**src/rtl/fc_tensor_fetch.sv**
```systemverilog
// Fetches bias, weight, data tensors over burst reads into flat vectors; stalls on ar_ready/r_valid, holds until fc_take.
// Optional r_last protocol checking is enabled by defining FC_FETCH_RLAST_CHK_EN.
module fc_tensor_fetch #(
   parameter int         BATCH = 1,
   parameter int         FEAT  = 1,
   parameter int         OUTF  = 1,
   parameter int         BURST = 16,
   parameter logic [3:0] ARID  = 4'b1001
) (
   input  logic                       clk,
   input  logic                       rst_n,
   output logic                       ar_valid,
   input  logic                       ar_ready,
   output logic [3:0]                 ar_id,
   output logic [3:0]                 ar_len,
   output logic [27:0]                ar_addr,
   input  logic                       r_valid,
   input  logic [3:0]                 r_id,
   input  logic                       r_last,
   input  logic [31:0]                r_data,
   output logic                       addr_rq,
   output logic [2:0]                 addr_type,
   input  logic [27:0]                init_addr,
   input  logic                       init_addr_en,
   output logic [BATCH*FEAT*32-1:0]   fc_data,
   output logic [FEAT*OUTF*32-1:0]    fc_weight,
   output logic [OUTF*32-1:0]         fc_bias,
   output logic                       fc_valid,
   input  logic                       fc_take,
   output logic                       rd_end,
   output logic                       err
);

   localparam int DSZ   = BATCH * FEAT;
   localparam int WSZ   = FEAT * OUTF;
   localparam int BSZ   = OUTF;
   localparam int MAXSZ = (DSZ > WSZ) ? ((DSZ > BSZ) ? DSZ : BSZ) : ((WSZ > BSZ) ? WSZ : BSZ);
   localparam int CW    = $clog2(MAXSZ + 1);

   typedef enum logic [2:0] {IDLE, ADDR, AR, RD, HOLD} state_t;
   typedef enum logic [1:0] {T_BIAS, T_WEIGHT, T_DATA} tensor_t;

   state_t                   state_q, state_d;
   tensor_t                  tsel_q;
   logic [CW-1:0]            cnt_q;
   logic [4:0]               beat_q;
   logic [4:0]               blen_q;
   logic [27:0]              addr_q;
   logic                     rd_end_q;
   logic [OUTF*32-1:0]       bias_q;
   logic [FEAT*OUTF*32-1:0]  weight_q;
   logic [BATCH*FEAT*32-1:0] data_q;

   logic [CW-1:0]            size_cur;
   logic [CW-1:0]            rem;
   logic [4:0]               blen_d;
   logic                     beat_ok;
   logic                     last_beat;
   logic                     tensor_last;

   always_comb begin
      size_cur = CW'(BSZ);
      case (tsel_q)
         T_WEIGHT: size_cur = CW'(WSZ);
         T_DATA:   size_cur = CW'(DSZ);
         default:  size_cur = CW'(BSZ);
      endcase
   end

   assign rem         = size_cur - cnt_q;
   assign blen_d      = (int'(rem) > BURST) ? 5'(BURST) : 5'(rem);
   assign beat_ok     = (state_q == RD) && r_valid && (r_id == ARID);
   // Burst end comes from the beat count alone; r_last never terminates a burst.
   assign last_beat   = beat_ok && (beat_q == blen_q - 5'd1);
   assign tensor_last = last_beat && (cnt_q == size_cur - CW'(1));

   always_ff @(posedge clk or negedge rst_n) begin
      if (!rst_n) state_q <= IDLE;
      else        state_q <= state_d;
   end

   always_comb begin
      state_d   = state_q;
      ar_valid  = 1'b0;
      addr_rq   = 1'b0;
      addr_type = 3'b000;
      fc_valid  = 1'b0;
      case (state_q)
         IDLE: state_d = ADDR;
         ADDR: begin
            addr_rq = 1'b1;
            case (tsel_q)
               T_WEIGHT: addr_type = 3'b010;
               T_DATA:   addr_type = 3'b001;
               default:  addr_type = 3'b100;
            endcase
            if (init_addr_en) state_d = AR;
         end
         AR: begin
            ar_valid = 1'b1;
            if (ar_ready) state_d = RD;
         end
         RD: begin
            if (last_beat) begin
               if (!tensor_last)          state_d = AR;
               else if (tsel_q == T_DATA) state_d = HOLD;
               else                       state_d = ADDR;
            end
         end
         HOLD: begin
            fc_valid = 1'b1;
            if (fc_take) state_d = ADDR;
         end
         default: state_d = IDLE;
      endcase
   end

   assign ar_id   = ar_valid ? ARID : 4'd0;
   assign ar_len  = ar_valid ? 4'(blen_d - 5'd1) : 4'd0;
   assign ar_addr = addr_q;

   always_ff @(posedge clk or negedge rst_n) begin
      if (!rst_n) begin
         tsel_q   <= T_BIAS;
         cnt_q    <= '0;
         beat_q   <= '0;
         blen_q   <= '0;
         addr_q   <= '0;
         rd_end_q <= 1'b0;
         bias_q   <= '0;
         weight_q <= '0;
         data_q   <= '0;
      end else begin
         rd_end_q <= (state_q == RD) && (state_d == HOLD);
         if ((state_q == ADDR) && init_addr_en) addr_q <= init_addr;
         if ((state_q == AR) && ar_ready) begin
            blen_q <= blen_d;
            beat_q <= '0;
         end
         if (beat_ok) begin
            beat_q <= beat_q + 5'd1;
            cnt_q  <= cnt_q + CW'(1);
            for (int k = 0; k < BSZ; k++)
               if (tsel_q == T_BIAS && cnt_q == CW'(k)) bias_q[k*32 +: 32] <= r_data;
            for (int k = 0; k < WSZ; k++)
               if (tsel_q == T_WEIGHT && cnt_q == CW'(k)) weight_q[k*32 +: 32] <= r_data;
            for (int k = 0; k < DSZ; k++)
               if (tsel_q == T_DATA && cnt_q == CW'(k)) data_q[k*32 +: 32] <= r_data;
            if (last_beat) addr_q <= addr_q + {21'd0, blen_q, 2'b00};
            if (tensor_last) begin
               cnt_q <= '0;
               if (tsel_q == T_BIAS) tsel_q <= T_WEIGHT;
               else                  tsel_q <= T_DATA;
            end
         end
         if ((state_q == HOLD) && fc_take) tsel_q <= T_BIAS;
      end
   end

   assign fc_bias   = bias_q;
   assign fc_weight = weight_q;
   assign fc_data   = data_q;
   assign rd_end    = rd_end_q;

`ifdef FC_FETCH_RLAST_CHK_EN
   logic err_q;
   always_ff @(posedge clk or negedge rst_n) begin
      if (!rst_n)                             err_q <= 1'b0;
      else if (beat_ok && (r_last != last_beat)) err_q <= 1'b1;
   end
   assign err = err_q;
`else
   logic unused_rlast;
   assign unused_rlast = r_last;
   assign err          = 1'b0;
`endif

endmodule
```
**config.mk**
```make
export PLATFORM = sky130hd
export DESIGN_NAME = fc_tensor_fetch
export DESIGN_NICKNAME = d
export VERILOG_FILES = /design/src/rtl/fc_tensor_fetch.sv
export SDC_FILE = /design/constraint.sdc
export NUM_CORES = 1
export LEC_CHECK = 0
export ABC_CLOCK_PERIOD_IN_PS = 2540
export CELL_PAD_IN_SITES_DETAIL_PLACEMENT = 0
export CELL_PAD_IN_SITES_GLOBAL_PLACEMENT = 1
export CORE_AREA = 2 2 152 124
export DETAILED_ROUTE_END_ITERATION = 16
export DIE_AREA = 0 0 154 126
export PLACE_DENSITY_LB_ADDON = 0.1
export SYNTH_ARGS = -nofsm -noshare
export SYNTH_HDL_FRONTEND = slang
export SYNTH_SLANG_ARGS = --single-unit
```
**constraint.sdc**
```tcl
create_clock -name clk -period 2.54 [get_ports clk]
set_clock_uncertainty 0.1 [all_clocks]
set_input_delay 0.508 -clock clk [delete_from_list [all_inputs] [get_ports clk]]
set_output_delay 0.508 -clock clk [all_outputs]
set_load 0.02 [all_outputs]
```
---- Word level (Yosys, flattened, before mapping) ----
Cells that the tools add are included.
word-level totals
  register bits after elaboration ......... 137
  input bits .............................. 71
  output and inout bits ................... 140
operators by class
  $add $sub $neg .......................... 6
  equal/unequal tests ..................... 9
  muxes and demuxes ....................... 24
  bitwise logic cells ..................... 1
  reduce and logical (&&, ||, !) cells .... 20
operators with widths
  operator                                              count
  2-to-1 mux 28 bit                                     3
  adder 28 x 3 -> 28 bit                                1
  2-to-1 mux 3 bit                                      7
  case mux 3 bit (5 select lines)                       1
  logical AND 1 bit                                     11
  2-to-1 mux 5 bit                                      2
  2-to-1 mux 2 bit                                      4
  2-to-1 mux 4 bit                                      2
  AND reduction 2 bit                                   4
  equality test 3 x 2 -> 1 bit (second input constant)  2
  equality test 3 bit (second input constant)           2
  case mux 3 bit (2 select lines)                       1
  nonzero test 2 bit                                    3
  adder 5 x 1 -> 5 bit (second input constant)          1
  equality test 5 bit                                   1
  equality test 4 bit (second input constant)           1
  2-to-1 mux 1 bit                                      4
  subtractor 1 x 1 -> 2 bit (second input constant)     2
  equality test 3 x 1 -> 1 bit (second input constant)  1
  logical NOT 3 bit                                     1
  equality test 2 x 1 -> 1 bit (second input constant)  1
  equality test 2 bit (second input constant)           1
  logical NOT 2 bit                                     1
  adder 1 bit (second input constant)                   1
  2 further kinds                                       2

---- Logic depth before layout (Yosys ltp) ----
Gate-level depths: netlist of the first run.
  word-level depth ........................ 10
  mapped depth ............................ 8

---- Worst setup path before layout of the first run ----
No wires, ideal clock.
  kind .................................... register to output
  from .................................... reg state_q[1]
  to ...................................... out addr_type[2]
  arrival time ............................ 1573 ps
  slack ................................... 359 ps
  cell stages (with the launch flop) ...... 3
  buffers on the path ..................... 0
  cell sequence ........................... dfrtp_1 > nor3b_1 > nor2b_1
between the ends
  cells in the longest elaborated chain, start to end .. 2
RTL lines
  element                       line  RTL
  from (decl)                   43    state_t state_q, state_d;
  from (signal assigned)        79    else state_q <= state_d;
  equality test 3 x 1 -> 1 bit  88    case (state_q)
  2-to-1 mux 3 bit              88
  to (decl)                     22    output logic [2:0] addr_type,
No other way between the ends.

---- Final worst setup path of the first run ----
  from .................................... reg state_q[1]
  to ...................................... out addr_rq
between the ends
  cells in the longest elaborated chain, start to end .. 2
RTL lines
  element                       line  RTL
  equality test 3 x 1 -> 1 bit  88
  2-to-1 mux 1 bit              88
  to (decl)                     21    output logic addr_rq,
No other way between the ends.

==> metrics.txt, run 1 <==
normalized max-slew margin=0.514; Hold WC Path Type=flip-flop to flip-flop; # H-tree levels=4; ratio of cells with drive above 1 in the final layout=0.209; post-route cell area=9150 µm²; largest cells by area after synthesis=dfrtp_1 (56%), mux2_2 (18%), nor2_1 (2.1%); crit path kind=flip-flop to primary output; count of input and output buffers=206; die height=126 µm; cells along the critical path=nor3b_1, buf_4, clkdlybuf4s50_1; RSZ-0062 raised after global routing=no; post-synth top area share=0.559; Filler cells=1608; post-synthesis sequential area ratio=0.559; Initial DRC Count=154; Cell Area, Synth=6130 µm²; Syn Inst Count=499; Die Area=19400 µm²; I/O pins=211; Synth Area per Inst=12.3 µm²; first-pass GRT wire length=27.1 mm; CTS clock-pin slew for the worst setup and hold paths=60 ps; cts bufs inserted=17; wire length on met2=7.79 mm; vias in the first global route=4911; Non-Filler Instances=952; endpoint required time on the critical path=1930 ps; sequential cell area=3430 µm²; Vias=4772; DRT Pass-1 Iters=4; Ys Warns=0; crit start category=flip-flop; leakage power=4.15 nW; HP Start=ar_addr[0]$_DFFE_PN0P_; Routed WL per cell=17.7 µm; FMAX=0.407 GHz; vias per cell=5.01; CTS tree=yes; crit path DAT=1850 ps; fin crit share=0.968; CP Launch Point=state_q[1]$_DFF_PN0_; CP max FO=7; area of the multi-input gates=2480 µm²; EDFF count, synth=0; CP delay by family, top=buffers and inverters; DRC=0; clk buf depth=2; Root Driver=clkbuf_16; Area Growth Syn to Fin=49.2%; setup tns final=0 ps; largest net degree at the start of global routing=58; top_reg_cell synth=dfrtp_1; clk sink count=137; Worst VDD drop=0.000441 V; initial antenna violation count=0; Overall Global Routing Usage=0.180; kind of end point of the critical path=primary output; routability cong.=0.789; Rows=44; slowest CP cell=clkdlybuf4s50_1; CORE AREA=17900 µm²; final slew viol count=0; CP peak stage delay=620 ps; worst-skew pair later-pin latency=420 ps; ys async rst share=1.00; post-layout min period=2460 ps; M1 WL=7.67 mm; Top Metal Used=met4; Slew @ Worst Pin=729 ps; P per Cell Area=649 nW/µm²; Detail Placement HPWL=12.0 mm; Total Routed Length=16.8 mm; Met3 Wirelength=1.12 mm; setup violators final=0; reg2reg start=blen_q[0]$_DFFE_PN0P_; grt total ovfl=0; Yosys reg bits=137; final antenna-violating net count=0; Initial Util=0.343; antenna diode instance count=0; WP buf/inv=2; outcome=completed; Placed Cells incl. Taps=921; synth unique cells=47; Max-Cap Viols=0; Fin. Hold Viols=0; die span in x=154 µm; Cell Area, Placed=8500 µm²; Final nets=789; top cell type by total area after synthesis=dfrtp_1
[cell type report]
cell class	instances	area share
Clock inverter	11	0.0215
Clock buffer	19	0.0484
Sequential cell	137	0.375
Multi-Input combinational cell	323	0.271
Inverter	9	0.00369
Tap cell	230	0.0315
Timing Repair Buffer	223	0.249
[state kept, by name, summed over array words and instances (netlist names)]
register and cells:
tsel_q 2, fc_data 32, fc_weight 32, fc_bias 32, blen_q 1, rd_end 1, beat_q 5, state_q 3
cnt_q 1, ar_addr 28
[cell usage in the layout, fill, tap and decap left out, types with 4 or more instances in the layout]
cell,count
nand3_1,12
dlygate4sd2_1,7
ha_1,7
nand2_1,29
dfrtp_1,137
bufinv_16,5
inv_1,9
mux2i_1,7
nor3_1,20
clkbuf_16,17
nor2b_1,4
clkdlybuf4s50_1,195
and4_1,6
buf_4,9
xor2_1,12
a211oi_1,12
buf_12,7
a21oi_1,11
and2_1,4
nor2_1,35
nand4_1,11
mux2_2,96
o21a_1,4
o21ai_0,12
and3_1,6
[Yosys cell counts (all sizes together), types with 2 or more instances]
cell type / count
mux2: 96
a211oi: 14
nand4: 12
and3: 6
dfrtp: 137
nor4: 2
nor3: 21
nor2: 35
xor2: 12
clkbuf: 6
nor2b: 4
o22ai: 2
a31oi: 3
o32ai: 3
and4: 6
inv: 9
and2: 5
a21oi: 11
nor3b: 3
o21ai: 13
nand3: 13
mux2i: 7
o21a: 4
ha: 7
buf: 26
nand2: 29
[logic make-up after synthesis]
| group | after synthesis | synth area share |
|---|---|---|
| AND/OR/NAND/NOR | 140 | 0.118 |
| flip-flops | 137 | 0.559 |
| multiplexers | 103 | 0.188 |
| AO/OA/AOI/OAI | 58 | 0.0651 |
| buffers and inverters | 41 | 0.0386 |
| XOR/XNOR | 12 | 0.0171 |
| adder cells (fa/ha/maj) | 7 | 0.0143 |
| other | 1 | 0.000611 |
[power by group]
part           internal [mW]  switching (mW)  total, mW  leakage, nW
Clock                   1.76           0.940       2.70        0.306
Combinational          0.435           0.374      0.809         2.00
Sequential              2.33          0.0998       2.43         1.85
[worst register-to-register path: stages, from the launching register on]
cell and delay, ps:
dfrtp_1 380, ha_1 230, ha_1 270, and4_1 380, nand3_1 240, nor3_1 310, mux2i_1 110, a21oi_1 150
[worst paths after layout]
path	cells past startpoint	to	slack [ps]
max	3	addr_rq	80
min	2	ar_addr[0]$_DFFE_PN0P_	400
max reg2reg	7	ar_addr[20]$_DFF_PN0_	290
min reg2reg	2	ar_addr[0]$_DFFE_PN0P_	400
max in group asynchronous	3	fc_bias[25]$_DFFE_PN0P_	1200
min in group asynchronous	2	ar_addr[7]$_DFF_PN0_	530
[stage by stage]
step | utilization | setup WS [ps] | hold WS, ps | power, mW
5_1_grt | 0.511 | 8.64 | 410 | 6.20
4_1_cts | 0.511 | 39.8 | 405 | 6.02
2_1_floorplan | - | 359 | 112 | 2.78
3_5_place_dp | 0.475 | -21.9 | 393 | 3.29
6_report | 0.511 | 82.0 | 402 | 5.94
3_3_place_gp | 0.475 | 48.8 | 362 | 3.26
[layer usage]
metal / vias to the layer above / GRT usage
li1: 2210 / -
met3: 18 / 0.0564
met4: 0 / 0.0572
met2: 161 / 0.283
met1: 2383 / 0.238
met5: - / 0
[repair_timing]
item / 4_1_cts / 5_1_grt
endpoints found under the hold margin: 54 / 0
endpoints found under the setup margin: 7 / 3
setup buffers: 0 / 0
cloned: 0 / 0
pin swaps: 0 / 0
hold buffers: 1 / 0
gates resized for setup: 7 / 3
No activity file was read; power rests on OpenSTA's default activity.
==> inputs of run 2 (changes only) <==
--- a/config.mk
+++ b/config.mk
@@ -5,12 +5,13 @@
 export SDC_FILE = /design/constraint.sdc
 export NUM_CORES = 1
 export LEC_CHECK = 0
+export ABC_AREA = 1
 export ABC_CLOCK_PERIOD_IN_PS = 2540
 export CELL_PAD_IN_SITES_DETAIL_PLACEMENT = 0
 export CELL_PAD_IN_SITES_GLOBAL_PLACEMENT = 1
-export CORE_AREA = 2 2 152 124
+export CORE_AREA = 2 2 159 130
 export DETAILED_ROUTE_END_ITERATION = 16
-export DIE_AREA = 0 0 154 126
+export DIE_AREA = 0 0 161 132
 export PLACE_DENSITY_LB_ADDON = 0.1
 export SYNTH_ARGS = -nofsm -noshare
 export SYNTH_HDL_FRONTEND = slang
==> metrics.txt, run 2 <==
outcome=completed; DRT Pass-1 Iters=5 (+1); Total Routed Length=18.9 mm (+12%); final slew viol count=0 (unchanged); combinational power share=0.346 (+0.210); Area Growth Syn to Fin=44.8%; setup tns final=0 ps (unchanged); endpoint required time on the critical path=1930 ps (about the same); largest net degree at the start of global routing=65 (+12%); Initial DRC Count=304 (+97%); grt total ovfl=0 (unchanged); crit path DAT=1700 ps (-150 ps); commonest cells after routing, fill and taps aside=nand2_1 (298), clkdlybuf4s50_1 (193), dfrtp_1 (137); Post-synth top cells=nand2_1 (298), dfrtp_1 (137), inv_1 (66), o21ai_0 (66), nor2_1 (54); crit start category=flip-flop; clk buf depth=2 (unchanged); CTS tree=yes; Post-Route Utilization=0.488 (-0.0232); CP max FO=4 (-3); Min-Delay Endpoint=fc_data[30]$_DFFE_PN0P_; Root Driver=clkbuf_16; post-synth top area share=0.520 (-0.0394); crit path kind=flip-flop to primary output; RSZ-0062 raised after global routing=no; fin worst setup slack=235 ps (+153 ps); antenna diode instance count=0 (unchanged); Detail Placement HPWL=13.7 mm (+14%); Overall Global Routing Usage=0.182 (+0.00189); Yosys reg bits=137 (unchanged); Flop pwr share=0.370 (-0.039); CTS clock-pin slew for the worst setup and hold paths=60 ps (about the same); Pint=5.20 mW (+15%); WP buf/inv=2 (unchanged); Cell Area, Synth=6600 µm² (+7.6%); cts bufs inserted=17 (unchanged); fin crit share=0.907 (-0.0602); Final nets=1084 (+37%); final antenna-violating net count=0 (unchanged); FF-to-FF End=ar_addr[18]$_DFF_PN0_; post-synthesis sequential area ratio=0.520 (-0.0394); Filler cells=1938 (+21%); Fin. Hold Viols=0 (unchanged); count of input and output buffers=206 (unchanged); switch share=0.378 (+0.140); Vias=5684 (+19%); Syn Inst Count=798 (+60%); Max-Cap Viols=0 (unchanged); Rows=46 (+4.5%); P per Cell Area=876 nW/µm² (+35%); Switching Power=3.16 mW (+120%); Routed WL per cell=14.7 µm (-17%); I/O pins=211 (unchanged); Clk pwr share=0.284 (-0.170); CORE AREA=19600 µm² (+9.4%); Hold WS=379 ps (-23.1 ps); FMAX=0.434 GHz (+6.6%); Synth Area per Inst=8.27 µm² (-33%); clk sink count=137 (unchanged); setup violators final=0 (unchanged); top_reg_cell synth=dfrtp_1; top cell type by total area after synthesis=dfrtp_1; die span in x=161 µm (+4.5%); cells along the critical path=inv_1, nand3_1, nor2_1, dlygate4sd2_1; reg2reg start=blen_q[0]$_DFFE_PN0P_; commonest non-fill, non-tap cell in the layout=nand2_1; R2R depth=9 (+2); synth unique cells=32 (-32%); post-route cell area=9550 µm² (+4.4%); die height=132 µm (+4.8%); ys async rst share=1.00 (unchanged); DRC=0 (unchanged); Initial Util=0.337 (-0.00558); flop2flop setup slack=550 ps (+260 ps); CP delay by family, top=buffers and inverters; WHS Path Cells=2 (unchanged); CP peak stage delay=420 ps (-200 ps); Die Area=21300 µm² (+9.5%); post-layout min period=2300 ps (-153 ps); largest cells by area after synthesis=dfrtp_1 (52%), nand2_1 (17%), o21ai_0 (5.0%); # H-tree levels=4 (unchanged); leakage power=4.54 nW (+9.4%); vias per cell=4.43 (-12%); slowest CP cell=dfrtp_1; Worst VDD drop=0.000406 V (-7.9%); Setup Slack @ Placement=230 ps (+252 ps); kind of end point of the critical path=primary output; ratio of cells with drive above 1 in the final layout=0.0972 (-0.112); top-count cell post-synth=nand2_1; routability cong.=0.822 (+4.1%); CP Launch Point=state_q[2]$_DFF_PN0_; worst-skew pair later-pin latency=410 ps (about the same); Hold WC Path Type=flip-flop to flip-flop; vias in the first global route=5535 (+13%); HP Start=fc_data[30]$_DFFE_PN0P_; initial antenna violation count=0 (unchanged); EDFF count, synth=0 (unchanged); Cell Area, Placed=8980 µm² (+5.7%); Ys Warns=0 (unchanged); first-pass GRT wire length=30.6 mm (+13%)
run 2: changes by cell type in the layout (fill, tap and decap cells not counted), sizes merged, moves of 6 or more:
cell / previous run / this run
inv: 10 / 77
nand2: 29 / 302
o21ai: 13 / 109
mux2i: 7 / 0
and4: 6 / 0
mux2: 96 / 2
a211oi: 14 / 0
nand4: 12 / 3
nor2: 35 / 55
nor3: 21 / 4
a21oi: 11 / 4
nand3: 13 / 46
run 2: worst max-delay path by stage:
stage | to | slack, ps | cells past startpoint
2_1_floorplan | addr_type[0] | 540 | 4
5_1_grt | ar_len[1] | 60 | 4
6_report | ar_len[0] | 240 | 4
3_5_place_dp | fc_weight[4]$_DFFE_PN0P_ | 230 | 9
4_1_cts | ar_id[0] | 0.08 | 4
3_3_place_gp | fc_weight[9]$_DFFE_PN0P_ | 270 | 9
run 2: cell families after synthesis:
family | Yosys count | share of synthesized area
multiplexers | 2 | 0.00341
buffers and inverters | 107 | 0.0760
adder cells (fa/ha/maj) | 7 | 0.0133
XOR/XNOR | 16 | 0.0212
AO/OA/AOI/OAI | 115 | 0.106
other | 1 | 0.000568
flip-flops | 137 | 0.520
AND/OR/NAND/NOR | 413 | 0.260
run 2: final cells by class:
cell class,instances,area [µm²],area share
clock buffers,18,439,0.0460
clock inverters,14,128,0.0134
inverters,68,255,0.0267
multi-input cells,556,2680,0.280
flip-flops and latches,137,3430,0.359
well taps,264,330,0.0346
repair buffers,226,2300,0.240
run 2: tightest hold or removal path, stage by stage, from the launching register on:
cell     delay [ps]
dfrtp_1         340
nand2_1          60
o21ai_2          40
run 2: timing repair:
item | CTS | global route
hold buffers | 1 | 0
buffers inserted | 0 | 0
pin swaps | 0 | 0
gates resized for setup | 10 | 2
hold endpoints to repair | 46 | 0
setup endpoints to repair | 11 | 2
run 2: power groups by stage:
stage | Sequential, mW | Clock, mW | Combinational, mW
finish | 3.10 | 2.38 | 2.89
CTS | 3.10 | 2.45 | 2.93
detailed placement | 3.13 | 0 | 2.95
global placement | 3.13 | 0 | 2.95
floorplan | 3.45 | 0 | 1.22
global route | 3.17 | 2.54 | 3.19
run 2: through the flow:
stage          instances  total power [mW]
3_3_place_gp        1250              6.08
2_1_floorplan        800              4.67
4_1_cts             1283              8.47
5_1_grt             1283              8.90
3_5_place_dp        1250              6.08
6_report            1283              8.37
run 2: metal layers:
| metal | share of wire | up-vias | track usage |
|---|---|---|---|
| met2 | 0.42 | 147 | 0.268 |
| li1 | - | 2928 | - |
| met4 | 0.011 | 0 | 0.0466 |
| met5 | 0 | - | 0 |
| met1 | 0.50 | 2593 | 0.259 |
| met3 | 0.069 | 16 | 0.0573 |
==> inputs of run 3 (changes only) <==
--- a/config.mk
+++ b/config.mk
@@ -12,7 +12,7 @@
 export CORE_AREA = 2 2 159 130
 export DETAILED_ROUTE_END_ITERATION = 16
 export DIE_AREA = 0 0 161 132
-export PLACE_DENSITY_LB_ADDON = 0.1
+export PLACE_DENSITY = 0.88
 export SYNTH_ARGS = -nofsm -noshare
 export SYNTH_HDL_FRONTEND = slang
 export SYNTH_SLANG_ARGS = --single-unit
==> metrics.txt, run 3 (synthesis results as in run 2) <==
fin crit share=0.934 (+0.0261); buffer count from post-CTS setup fixing=0 (unchanged); CTS tree=yes; Die Area=21300 µm² (unchanged); crit path to=ar_len[1]; initial antenna violation count=0 (unchanged); Initial Util=0.337 (unchanged); count of input and output buffers=206 (unchanged); Area Growth Syn to Fin=44.6%; DRT Pass-1 Iters=5 (unchanged); largest net degree at the start of global routing=65 (unchanged); CP peak stage delay=420 ps (about the same); Final nets=1084 (unchanged); Worst VDD drop=0.000362 V (-11%); WP depth=4 (unchanged); routability cong.=0.853 (+3.8%); R2R depth=9 (unchanged); post-layout min period=2370 ps (+66.4 ps); CP max FO=4 (unchanged); FF-to-FF End=ar_addr[18]$_DFF_PN0_; setup violators final=0 (unchanged); kind of end point of the critical path=primary output; slowest CP cell=dfrtp_1; clk buf depth=2 (unchanged); ratio of cells with drive above 1 in the final layout=0.0991 (+0.00196); Non-Filler Instances=1283 (unchanged); RSZ-0062 raised after global routing=no; DRC=0 (unchanged); Max-Cap Viols=0 (unchanged); CP delay by family, top=buffers and inverters; clk sink count=137 (unchanged); leakage power=4.51 nW (-0.57%); antenna diode instance count=0 (unchanged); HP Start=fc_data[5]$_DFFE_PN0P_; Routed WL per cell=13.9 µm (-5.6%); normalized max-slew margin=0.627; Rows=46 (unchanged); commonest cells after routing, fill and taps aside=nand2_1 (298), clkdlybuf4s50_1 (193), dfrtp_1 (137); grt total ovfl=0 (unchanged); commonest non-fill, non-tap cell in the layout=nand2_1; final antenna-violating net count=0 (unchanged); Hold WC Path Type=flip-flop to flip-flop; Hold WS=378 ps (-1.24 ps); WP buf/inv=2 (unchanged); outcome=completed; first-pass GRT wire length=29.8 mm (-2.5%); FMAX=0.422 GHz (-2.8%); vias in the first global route=5667 (+2.4%); die span in x=161 µm (unchanged); vias per cell=4.47 (+0.91%); cts bufs inserted=17 (unchanged); PnR Total Power=8.34 mW (-0.25%); worst-skew pair later-pin latency=420 ps (about the same); Root Driver=clkbuf_16; Fin. Hold Viols=0 (unchanged); Initial DRC Count=384 (+26%); I/O pins=211 (unchanged); P per Cell Area=874 nW/µm² (-0.13%); cells along the critical path=inv_1, nand3_1, nor2_4, dlygate4sd2_1; crit path DAT=1760 ps (+60 ps); CORE AREA=19600 µm² (unchanged); Detail Placement HPWL=13.0 mm (-4.7%); crit path kind=flip-flop to primary output; Vias=5736 (+0.91%); Overall Global Routing Usage=0.174 (-0.00782); endpoint required time on the critical path=1930 ps (about the same); # H-tree levels=4 (unchanged); flop2flop setup slack=460 ps (-90 ps); die height=132 µm (unchanged); setup tns final=0 ps (unchanged); reg2reg start=blen_q[0]$_DFFE_PN0P_; CP Launch Point=state_q[2]$_DFF_PN0_; Total Routed Length=17.8 mm (-5.6%); final slew viol count=0 (unchanged); Slew @ Worst Pin=560 ps; crit start category=flip-flop; Placed Cells incl. Taps=1250 (unchanged); CTS clock-pin slew for the worst setup and hold paths=70 ps (about the same)
## run 3: changes by cell type in the layout (fill, tap and decap cells not counted), moves of 2 or more
cell	delta
clkinv_4	+2
clkinvlp_4	-2
dlymetal6s2s_1	-2
inv_8	-2
## run 3: tightest hold or removal path, delay by kind of cell (launching register included)
family             cells  cell delay [ps]
AOI/OAI and AO/OA      1               50
and+or+nand+nor        1               60
DFF                    1              340
## run 3: where the power goes
| group | switching [mW] | total, mW | internal [mW] | leakage [nW] |
|---|---|---|---|---|
| Combinational | 1.59 | 2.88 | 1.29 | 2.40 |
| Sequential | 0.491 | 3.09 | 2.60 | 1.84 |
| Clock | 1.05 | 2.37 | 1.32 | 0.276 |
## run 3: timing repair
item                       in CTS  in global routing
hold endpoints to repair       54                  0
gates cloned                    0                  0
setup endpoints to repair      12                  4
gates resized for setup        13                  3
pin swaps                       0                  0
hold buffers                    1                  0
## run 3: how the worst min path moves through the flow
| stage | endpoint | slack [ps] | depth (start not counted) |
|---|---|---|---|
| detailed placement | fc_data[5]$_DFFE_PN0P_ | 370 | 2 |
| floorplan | ar_addr[0]$_DFFE_PN0P_ | 110 | 0 |
| CTS | fc_data[5]$_DFFE_PN0P_ | 380 | 2 |
| global placement | fc_weight[30]$_DFFE_PN0P_ | 360 | 2 |
| finish | fc_data[5]$_DFFE_PN0P_ | 380 | 2 |
| global route | fc_weight[17]$_DFFE_PN0P_ | 400 | 2 |
## run 3: through the flow
stage | worst slack [ps] | instance area (µm²) | util
after global routing | 12.8 | 9540 | 0.488
after detailed placement | 149 | 8970 | 0.458
final | 169 | 9540 | 0.488
after global placement | 184 | 8970 | 0.458
after floorplan | 535 | 6610 | -
after CTS | 88.8 | 9540 | 0.488
## run 3: area by class of cell
| cell class | count | area [µm²] |
|---|---|---|
| fillers | 1916 | 10000 |
| flip-flops and latches | 137 | 3430 |
| multi-input cells | 556 | 2680 |
| repair buffers | 226 | 2270 |
| clock buffers | 18 | 439 |
| well taps | 264 | 330 |
| inverters | 68 | 255 |
| clock inverters | 14 | 133 |
## run 3: routing by layer
layer  share of wire  routed length [µm]  GRT usage
met5               0                   0          0
met4          0.0094                 167     0.0422
met3           0.060                1070     0.0447
met2            0.46                8120      0.277
met1            0.48                8470      0.238
